**src/rtl/main.sv**
```systemverilog
// main: UART 8N1 receiver and transmitter on one clock, with traffic routing selected by in_mode.
// Optional macro FRAME_CHECKSUM_EN appends an XOR checksum byte to every frame echoed in mode 11.
module main #(
  parameter int unsigned BPS          = 24,
  parameter int unsigned MESSAGE_SIZE = 1,
  parameter int unsigned CLKS_PER_BIT = 640
) (
  input  logic                    in_clk,
  input  logic                    in_reset,
  input  logic                    rx_serial,
  input  logic [MESSAGE_SIZE-1:0] in_message,
  input  logic [1:0]              in_mode,
  output logic                    tx_serial,
  output logic                    tx_done
);

  localparam int unsigned NBytes = BPS / 8;
  localparam int unsigned FrameW = BPS + 8;
  localparam int unsigned CntW   = $clog2(CLKS_PER_BIT + 1);
  localparam int unsigned AsmW   = $clog2(NBytes + 1);
  localparam int unsigned SendW  = $clog2(NBytes + 2);

  localparam logic [CntW-1:0] BitLast  = CntW'(CLKS_PER_BIT - 1);
  localparam logic [CntW-1:0] HalfLast = CntW'(CLKS_PER_BIT / 2 - 1);
  localparam logic [AsmW-1:0] LastByte = AsmW'(NBytes - 1);

  localparam logic [1:0] ModeMsg  = 2'b01;
  localparam logic [1:0] ModeLoop = 2'b10;
  localparam logic [1:0] ModeEcho = 2'b11;

  typedef enum logic [1:0] {RxIdle, RxStart, RxData, RxStop} rx_state_e;
  typedef enum logic [1:0] {TxIdle, TxStart, TxData, TxStop} tx_state_e;

  // Input synchronizer
  logic rx_meta_q, rx_sync_q;

  // Receiver
  rx_state_e       rx_state_q, rx_state_d;
  logic [CntW-1:0] rx_cnt_q, rx_cnt_d;
  logic [2:0]      rx_bit_q, rx_bit_d;
  logic [7:0]      rx_shift_q, rx_shift_d;
  logic            rx_valid_q, rx_valid_d;

  // Transmitter and holding register
  tx_state_e       tx_state_q, tx_state_d;
  logic [CntW-1:0] tx_cnt_q, tx_cnt_d;
  logic [2:0]      tx_bit_q, tx_bit_d;
  logic [7:0]      tx_shift_q, tx_shift_d;
  logic            tx_serial_q, tx_serial_d;
  logic            tx_done_q, tx_done_d;
  logic            tx_take;
  logic [7:0]      hold_q, hold_d;
  logic            hold_full_q, hold_full_d;
  logic            hold_accept, hold_load;
  logic [7:0]      hold_byte;

  // Mode control and frame buffers
  logic [1:0]        mode_q, mode_d;
  logic              mode_change;
  logic [BPS-1:0]    asm_q, asm_d, asm_next;
  logic [AsmW-1:0]   asm_cnt_q, asm_cnt_d;
  logic [BPS-1:0]    pend_q, pend_d;
  logic              pend_valid_q, pend_valid_d;
  logic [FrameW-1:0] frame_q, frame_d;
  logic [SendW-1:0]  send_cnt_q, send_cnt_d;
  logic [7:0]        csum;

`ifdef FRAME_CHECKSUM_EN
  localparam int unsigned EchoBytes = NBytes + 1;

  always_comb begin
    csum = 8'h00;
    for (int i = 0; i < int'(NBytes); i++) begin
      csum = csum ^ pend_q[i*8 +: 8];
    end
  end
`else
  localparam int unsigned EchoBytes = NBytes;

  assign csum = 8'h00;
`endif

  // ---------------------------------------------------------------- receiver
  always_comb begin
    rx_state_d = rx_state_q;
    rx_cnt_d   = rx_cnt_q + CntW'(1);
    rx_bit_d   = rx_bit_q;
    rx_shift_d = rx_shift_q;
    rx_valid_d = 1'b0;
    unique case (rx_state_q)
      RxIdle: begin
        rx_cnt_d = '0;
        if (!rx_sync_q) rx_state_d = RxStart;
      end
      RxStart: begin
        // Line must still be low at mid start bit, otherwise treat it as a glitch
        if (rx_cnt_q == HalfLast) begin
          rx_cnt_d   = '0;
          rx_bit_d   = '0;
          rx_state_d = rx_sync_q ? RxIdle : RxData;
        end
      end
      RxData: begin
        if (rx_cnt_q == BitLast) begin
          rx_cnt_d   = '0;
          rx_shift_d = {rx_sync_q, rx_shift_q[7:1]};
          rx_bit_d   = rx_bit_q + 3'd1;
          if (rx_bit_q == 3'd7) rx_state_d = RxStop;
        end
      end
      RxStop: begin
        if (rx_cnt_q == BitLast) begin
          rx_cnt_d   = '0;
          rx_valid_d = rx_sync_q;
          rx_state_d = RxIdle;
        end
      end
      default: rx_state_d = RxIdle;
    endcase
  end

  // ------------------------------------------------------------- transmitter
  always_comb begin
    tx_state_d = tx_state_q;
    tx_cnt_d   = tx_cnt_q + CntW'(1);
    tx_bit_d   = tx_bit_q;
    tx_shift_d = tx_shift_q;
    tx_take    = 1'b0;
    unique case (tx_state_q)
      TxIdle: begin
        tx_cnt_d = '0;
        if (hold_full_q) begin
          tx_take    = 1'b1;
          tx_shift_d = hold_q;
          tx_state_d = TxStart;
        end
      end
      TxStart: begin
        if (tx_cnt_q == BitLast) begin
          tx_cnt_d   = '0;
          tx_bit_d   = '0;
          tx_state_d = TxData;
        end
      end
      TxData: begin
        if (tx_cnt_q == BitLast) begin
          tx_cnt_d   = '0;
          tx_shift_d = {1'b0, tx_shift_q[7:1]};
          tx_bit_d   = tx_bit_q + 3'd1;
          if (tx_bit_q == 3'd7) tx_state_d = TxStop;
        end
      end
      TxStop: begin
        // Chain straight into the next start bit so bytes go out with no idle gap
        if (tx_cnt_q == BitLast) begin
          tx_cnt_d = '0;
          if (hold_full_q) begin
            tx_take    = 1'b1;
            tx_shift_d = hold_q;
            tx_state_d = TxStart;
          end else begin
            tx_state_d = TxIdle;
          end
        end
      end
      default: tx_state_d = TxIdle;
    endcase

    unique case (tx_state_d)
      TxStart: tx_serial_d = 1'b0;
      TxData:  tx_serial_d = tx_shift_d[0];
      default: tx_serial_d = 1'b1;
    endcase
    tx_done_d = (tx_state_d == TxStop) && (tx_cnt_d == BitLast);
  end

  assign hold_accept = !hold_full_q || tx_take;

  always_comb begin
    hold_d      = hold_q;
    hold_full_d = hold_full_q;
    if (tx_take) hold_full_d = 1'b0;
    if (hold_load && hold_accept) begin
      hold_d      = hold_byte;
      hold_full_d = 1'b1;
    end
  end

  // ------------------------------------------------------------ mode routing
  assign mode_change = (tx_state_q == TxIdle) && !hold_full_q && (in_mode != mode_q);
  assign asm_next    = (asm_q >> 8) | (BPS'(rx_shift_q) << (BPS - 8));

  always_comb begin
    mode_d       = mode_q;
    asm_d        = asm_q;
    asm_cnt_d    = asm_cnt_q;
    pend_d       = pend_q;
    pend_valid_d = pend_valid_q;
    frame_d      = frame_q;
    send_cnt_d   = send_cnt_q;
    hold_load    = 1'b0;
    hold_byte    = 8'h00;
    if (mode_change) begin
      mode_d       = in_mode;
      asm_d        = '0;
      asm_cnt_d    = '0;
      pend_valid_d = 1'b0;
      send_cnt_d   = '0;
      if (in_mode == ModeMsg) begin
        frame_d    = FrameW'(in_message);
        send_cnt_d = SendW'(NBytes);
      end
    end else begin
      if (mode_q == ModeLoop && rx_valid_q) begin
        hold_load = 1'b1;
        hold_byte = rx_shift_q;
      end

      if (send_cnt_q != '0) begin
        if (hold_accept) begin
          hold_load  = 1'b1;
          hold_byte  = frame_q[7:0];
          frame_d    = frame_q >> 8;
          send_cnt_d = send_cnt_q - SendW'(1);
        end
      end else if (pend_valid_q) begin
        frame_d      = {csum, pend_q};
        send_cnt_d   = SendW'(EchoBytes);
        pend_valid_d = 1'b0;
      end

      // A completed frame parks in pend_q so assembly of the next one never stalls
      if (mode_q == ModeEcho && rx_valid_q) begin
        if (asm_cnt_q == LastByte) begin
          pend_d       = asm_next;
          pend_valid_d = 1'b1;
          asm_d        = '0;
          asm_cnt_d    = '0;
        end else begin
          asm_d     = asm_next;
          asm_cnt_d = asm_cnt_q + AsmW'(1);
        end
      end
    end
  end

  // --------------------------------------------------------------- registers
  always_ff @(posedge in_clk or negedge in_reset) begin
    if (!in_reset) begin
      rx_meta_q    <= 1'b1;
      rx_sync_q    <= 1'b1;
      rx_state_q   <= RxIdle;
      rx_cnt_q     <= '0;
      rx_bit_q     <= '0;
      rx_shift_q   <= '0;
      rx_valid_q   <= 1'b0;
      tx_state_q   <= TxIdle;
      tx_cnt_q     <= '0;
      tx_bit_q     <= '0;
      tx_shift_q   <= '0;
      tx_serial_q  <= 1'b1;
      tx_done_q    <= 1'b0;
      hold_q       <= '0;
      hold_full_q  <= 1'b0;
      mode_q       <= 2'b00;
      asm_q        <= '0;
      asm_cnt_q    <= '0;
      pend_q       <= '0;
      pend_valid_q <= 1'b0;
      frame_q      <= '0;
      send_cnt_q   <= '0;
    end else begin
      rx_meta_q    <= rx_serial;
      rx_sync_q    <= rx_meta_q;
      rx_state_q   <= rx_state_d;
      rx_cnt_q     <= rx_cnt_d;
      rx_bit_q     <= rx_bit_d;
      rx_shift_q   <= rx_shift_d;
      rx_valid_q   <= rx_valid_d;
      tx_state_q   <= tx_state_d;
      tx_cnt_q     <= tx_cnt_d;
      tx_bit_q     <= tx_bit_d;
      tx_shift_q   <= tx_shift_d;
      tx_serial_q  <= tx_serial_d;
      tx_done_q    <= tx_done_d;
      hold_q       <= hold_d;
      hold_full_q  <= hold_full_d;
      mode_q       <= mode_d;
      asm_q        <= asm_d;
      asm_cnt_q    <= asm_cnt_d;
      pend_q       <= pend_d;
      pend_valid_q <= pend_valid_d;
      frame_q      <= frame_d;
      send_cnt_q   <= send_cnt_d;
    end
  end

  assign tx_serial = tx_serial_q;
  assign tx_done   = tx_done_q;

endmodule

```
**config.mk**
```make
export PLATFORM = sky130hd
export DESIGN_NAME = main
export DESIGN_NICKNAME = d
export VERILOG_FILES = /design/src/rtl/main.sv
export SDC_FILE = /design/constraint.sdc
export NUM_CORES = 1
export LEC_CHECK = 0
export BUFFER_PORTS_ARGS = -buffer_cell sky130_fd_sc_hd__buf_4
export CORE_AREA = 2 2 116 90
export DETAILED_ROUTE_END_ITERATION = 8
export DIE_AREA = 0 0 118 92
export PLACE_DENSITY = 0.79
export SYNTH_ARGS = -nofsm -noshare
export SYNTH_HDL_FRONTEND = slang
export SYNTH_SLANG_ARGS = --single-unit
```
**constraint.sdc**
```tcl
create_clock -name in_clk -period 2.7 [get_ports in_clk]
set_input_delay 0.27 -clock in_clk [delete_from_list [all_inputs] [get_ports in_clk]]
set_output_delay 0.27 -clock in_clk [all_outputs]
set_load 0.02 [all_outputs]
```
Yosys cells after proc, flatten, opt, wreduce, memory -nomap -nowiden
Cells that the tools add are included.

Multiplexer cells: 65. Bitwise logic cells: 2. Equality and inequality tests: 30. Reductions and logical operators: 27. Add/sub/neg operators: 6.

Operators with widths (count): $mux 32 (5); $mux 24 (3); $mux 8 (7); $eq 10x10->1 const B (3); $mux 10 (3); $mux 2 (15); $pmux 10 s3 (1); $mux 3 (8); $or 16x24->24 (1); $pmux 8 s3 (1); $add 10x1->10 const B (2); $pmux 10 s2 (1); $eq 2x2->1 const B (9); $ne 2x2->1 const B (8); $pmux 2 s4 (2); $mux 1 (15); $reduce_and 3->1 (5); $pmux 3 s2 (2); $eq 10x9->1 const B (1); $reduce_bool 3->1 (3); $eq 2x1->1 const B (4); $reduce_bool 2->1 (4); $add 3x1->3 const B (2); $eq 3x3->1 const B (2); other kinds (15) (23).

Register bits after elaboration: 148. Bits of input ports: 6. Output and inout bits: 2.

Longest topological paths before layout
Depth after elaboration: 9. Depth in mapped cells: 9. Depth with buffers taken out: 7.

Least setup slack after synthesis
No wires, ideal clock.

Path kind: flip-flop to flip-flop. Start point: register tx_cnt_q[0]. End point: register frame_q[0]. Library setup time: 0.127 ns. Setup slack: 0.481 ns. Cell stages (with the launch flop): 8. Period minus slack after synthesis: 2.219 ns. Arrival time: 2.091 ns. Cell sequence: dfrtp_1 > ha_1 > nand4_2 > nor4_4 > o22ai_1 > o21ai_4 > buf_6 > mux2_1.

Word-level cells in the longest chain between the ends: 6.

RTL lines: start, declared (line 46) `logic [CntW-1:0] tx_cnt_q, tx_cnt_d;`; start signal, assigned (line 281) `tx_cnt_q <= tx_cnt_d;`; $eq 10x10->1 (line 155) `if (tx_cnt_q == BitLast) begin`; $mux 1 (line 155); $pmux 1 s2 (line 129) `unique case (tx_state_q)`; $logic_or 1x1->1 (line 177) `assign hold_accept = !hold_full_q || tx_take;`; $ne 3x3->1 (no source line); $reduce_and 3->1 (no source line); end signal, assigned (line 293) `frame_q <= frame_d;`; end, declared (line 64) `logic [FrameW-1:0] frame_q, frame_d;`.

No other way between the ends. A chain may end at the register's enable or synchronous reset.

Worst setup path after layout
Start point: register tx_cnt_q[0]. End point: register frame_q[3].

Same word-level chain as after synthesis.

==> key figures <==
Setup path
  • Critical path launch point type: flip-flop
  • Critical path class: flip-flop to flip-flop
  • WP data required: 2.99 ns
  • Worst Path Arrival: ~2.8 ns
  • Worst setup EP type: flip-flop
  • CP max FO: 25

Pwr
  • Leakage power: 0.00325 uW
  • Register share of total power: 0.421
  • Clock share of power: 0.477
  • Pwr dens: 764 nW/um^2
  • Internal: 4050 uW
  • Gate power share: 0.102
  • PnR Total Power: 5310 uW
  • Sw Ratio: 0.237
  • Net Sw Power: 1260 uW
  • VDD IR max: 609 uV

Timing
  • Max Clock Freq: 404 MHz
  • RSZ-0062 raised after global routing: false
  • Crit path time final: between 2 and 2.5 ns
  • Final Slew Violations: 0
  • Fin. Hold Viols: 42
  • Setup TNS: 0 ns
  • Fin Clk Skew: 0.0131 ns
  • Worst slew margin: 0.168
  • Worst setup margin: 0.224 ns
  • Final setup viols: 0
  • Tcrit/Tclk final: 0.917
  • Worst Hold Margin: -0.0788 ns
  • Worst slew pin tran: 1.24 ns

Floorplan
  • Site Rows: 32
  • Initial Util: 0.609
  • Die area: 10,900 sq um
  • Ports: 8
  • Die Y: 92 microns
  • Die width: 118 microns
  • Core footprint: 9890 sq um

Global route
  • GRT Total Usage: 0.243
  • GRT overflow: 0
  • First-pass GRT wire length: 20.7 mm
  • Largest net degree at the start of global routing: 133
  • Number of global-route vias before repair: around 4,200
  • Antenna violations before repair: 0

Synthesis
  • EDFF count, synth: 0
  • Post-Syn Instances: 525
  • Mapped Nets: 544
  • Synthesized cell area: around 6000 sq um
  • Yosys warnings: 0
  • Share of flip-flops with an asynchronous set or reset: 1.00
  • Post-synth top flop: dfrtp_1
  • Post-synthesis sequential area ratio: 0.549
  • Library cells used by synthesis: 60
  • Average footprint of a synthesized cell: 11.5 sq um
  • Yosys reg bits: ~130

Clocking
  • Total setup buffers inserted after CTS: 0
  • TritonCTS buffer count: 17
  • Clock Pin Slew Worst Setup and Hold Paths: 0.06 ns
  • CTS sink count: 132
  • CTS tree: done
  • Resize count post-CTS: 0
  • # H-tree levels: 4
  • Clk buf depth: 2
  • Clock Latency Late Sink: 0.42 ns
  • CTS root buffer: clkbuf_16

Drt
  • WL/cell: 17.4 microns
  • Vias/cell: 5.98
  • Post-route ant nets: 0
  • Via count: 4,153
  • DRC viols: 0
  • Drt first pass iters: 5
  • Routed WL: 12.1 mm
  • Starting DRC count in detailed routing: about 270

Status
  • Failing checks: negative hold slack
  • Status: finished, violations left

Finish
  • Area of the multi-input gates: 2560 sq um
  • Final-layout fill cell count: 664
  • # diodes: 0
  • Fin cells: 695
  • Area Growth Syn to Fin: 15.5%
  • FF+latch area: 3310 sq um
  • Core Util, Final: 0.703
  • Final nets: 565
  • Share of layout cells above drive strength 1: 0.195

Placed design
  • HPWL after DPL: around 7.6 mm
  • Port Buffers: 7
  • Routability congestion estimate: between 0.8 and 0.9
  • Placed cells: 662
  • Pre-CTS setup slack: 0.276 ns

Job
  • MaxCap Viol Count: 0

Hold path
  • Min-delay worst type: primary input to asynchronous set/reset pin
final timing paths:
check,from,to,slack [ns],cells past startpoint
worst max-delay path,tx_cnt_q[0],frame_q[3],0.22,7
worst min-delay path,in_reset,tx_cnt_q[7],-0.08,2
worst max register to register,tx_cnt_q[0],frame_q[3],0.22,7
worst min register to register,rx_meta_q,rx_sync_q,0.36,0
max in group asynchronous,in_reset,rx_bit_q[2],2.21,2
min in group in_clk,in_mode[0],mode_q[0],0.12,2
worst max-delay path: stages, from the launching register on:
cell     delay, ns
dfrtp_1       0.42
ha_1          0.26
nand4_2       0.26
nor4_4        0.42
o22ai_1       0.21
o21ai_4       0.19
buf_12        0.21
mux2_2        0.36
kinds of logic (layout without fill, tap and decap cells):
| logic type | count (synthesis) | count (layout) | share of synthesized area |
|---|---|---|---|
| adders and majority gates | 13 | 13 | 0.0270 |
| DFF | 132 | 132 | 0.549 |
| and+or+nand+nor | 150 | 150 | 0.120 |
| AOI/OAI and AO/OA | 111 | 111 | 0.135 |
| muxes | 64 | 64 | 0.117 |
| buffers and inverters | 39 | 73 | 0.0274 |
| xor gates and xnor gates | 16 | 16 | 0.0233 |
metrics by stage:
step           area, sq um  hold slack [ns]
4_1_cts               6950          0.00331
3_5_place_dp          6290            0.352
3_3_place_gp          6290            0.347
6_report              6950          -0.0788
5_1_grt               6950           0.0382
2_1_floorplan         6020          -0.0256
layout by cell type, fill, tap and decap left out, types with 3 or more instances in the layout:
master     Yosys  layout
clkinv_4       0       3
o21ai_0       18      18
nand3b_1       3       3
nor2b_1        3       3
a22o_1        32      32
mux2i_1       11      11
nand2b_1       5       5
nor2_1        34      34
nand3_1       11      11
buf_4          0      19
a2bb2oi_1      4       4
xnor2_1        7       7
xor2_1         9       9
dfstp_2        3       3
o22ai_1        4       4
nand2_1       58      58
bufinv_16      0       5
and3_1         4       4
a21oi_1       22      22
mux2_2        43      43
a211oi_1       4       4
dfrtp_1      129     129
clkbuf_16      0      17
mux2_1        10      10
ha_1          13      13
a22oi_1        5       5
inv_1         19      19
nor3_1        12      11
or3_1          5       5
state kept, by name, indices dropped and copies added (netlist names), 2 cells and up, named ones only:
| register | count |
|---|---|
| send_cnt_q | 3 |
| asm_cnt_q | 2 |
| rx_cnt_q | 10 |
| mode_q | 2 |
| pend_q | 24 |
| asm_q | 16 |
| tx_shift_q | 8 |
| tx_cnt_q | 10 |
| rx_shift_q | 8 |
| frame_q | 24 |
| rx_bit_q | 3 |
| tx_bit_q | 3 |
| hold_q | 8 |
| tx_state_q | 2 |
power by group through the flow:
| stage | logic [uW] | clock network [uW] | registers [uW] |
|---|---|---|---|
| after floorplan | 386 | 0 | 2230 |
| after global placement | 514 | 0 | 2250 |
| after detailed placement | 531 | 0 | 2260 |
| after CTS | 544 | 2550 | 2230 |
| after global routing | 603 | 2650 | 2250 |
| final | 543 | 2530 | 2240 |
final cells by class:
cell class                 count  share of cell area
clock buffer                  20              0.0642
clock inverter                12              0.0293
inverter                      19              0.0103
multi-input combinational    354               0.368
sequential                   132               0.476
tap                          136              0.0245
timing repair buffer          22              0.0277
synthesized netlist by cell type, types with 2 or more instances:
cell type / count / area [sq um]
nand2b_1: 5 / 31.3
buf_2: 3 / 15.0
a2bb2oi_1: 4 / 35.0
and4_1: 2 / 17.5
buf_6: 2 / 22.5
a22oi_1: 5 / 37.5
o21ai_0: 18 / 90.1
nor2b_1: 3 / 18.8
a21oi_1: 22 / 110
nor3b_1: 2 / 15.0
nand2_1: 58 / 218
ha_1: 13 / 163
a32o_1: 2 / 20.0
xor2_1: 9 / 78.8
nor3_1: 12 / 60.1
mux2_2: 43 / 484
or3_1: 5 / 31.3
nand3b_1: 3 / 22.5
clkbuf_1: 14 / 52.6
nor2_1: 34 / 128
a41o_1: 2 / 20.0
nor4_1: 2 / 12.5
inv_1: 19 / 71.3
mux2_1: 10 / 113
o21a_1: 2 / 15.0
dfstp_2: 3 / 78.8
a22o_1: 32 / 280
and3_1: 4 / 25.0
xnor2_1: 7 / 61.3
o22ai_1: 4 / 25.0
nand3_1: 11 / 55.1
dfrtp_1: 129 / 3230
a211oi_1: 4 / 30.0
mux2i_1: 11 / 110
metal layers:
| layer | vias to the layer above | track usage | share of wire |
|---|---|---|---|
| li1 | 1931 | - | - |
| met1 | 2095 | 0.328 | 0.46 |
| met2 | 111 | 0.382 | 0.48 |
| met3 | 16 | 0.0609 | 0.046 |
| met4 | 0 | 0.0974 | 0.014 |
| met5 | - | 0 | 0 |
timing repair:
item                                    in CTS  in global routing
hold buffers                                 1                  0
endpoints found under the setup margin       0                  0
hold endpoints to repair                     1                  0
No activity file was read; power rests on OpenSTA's default activity.
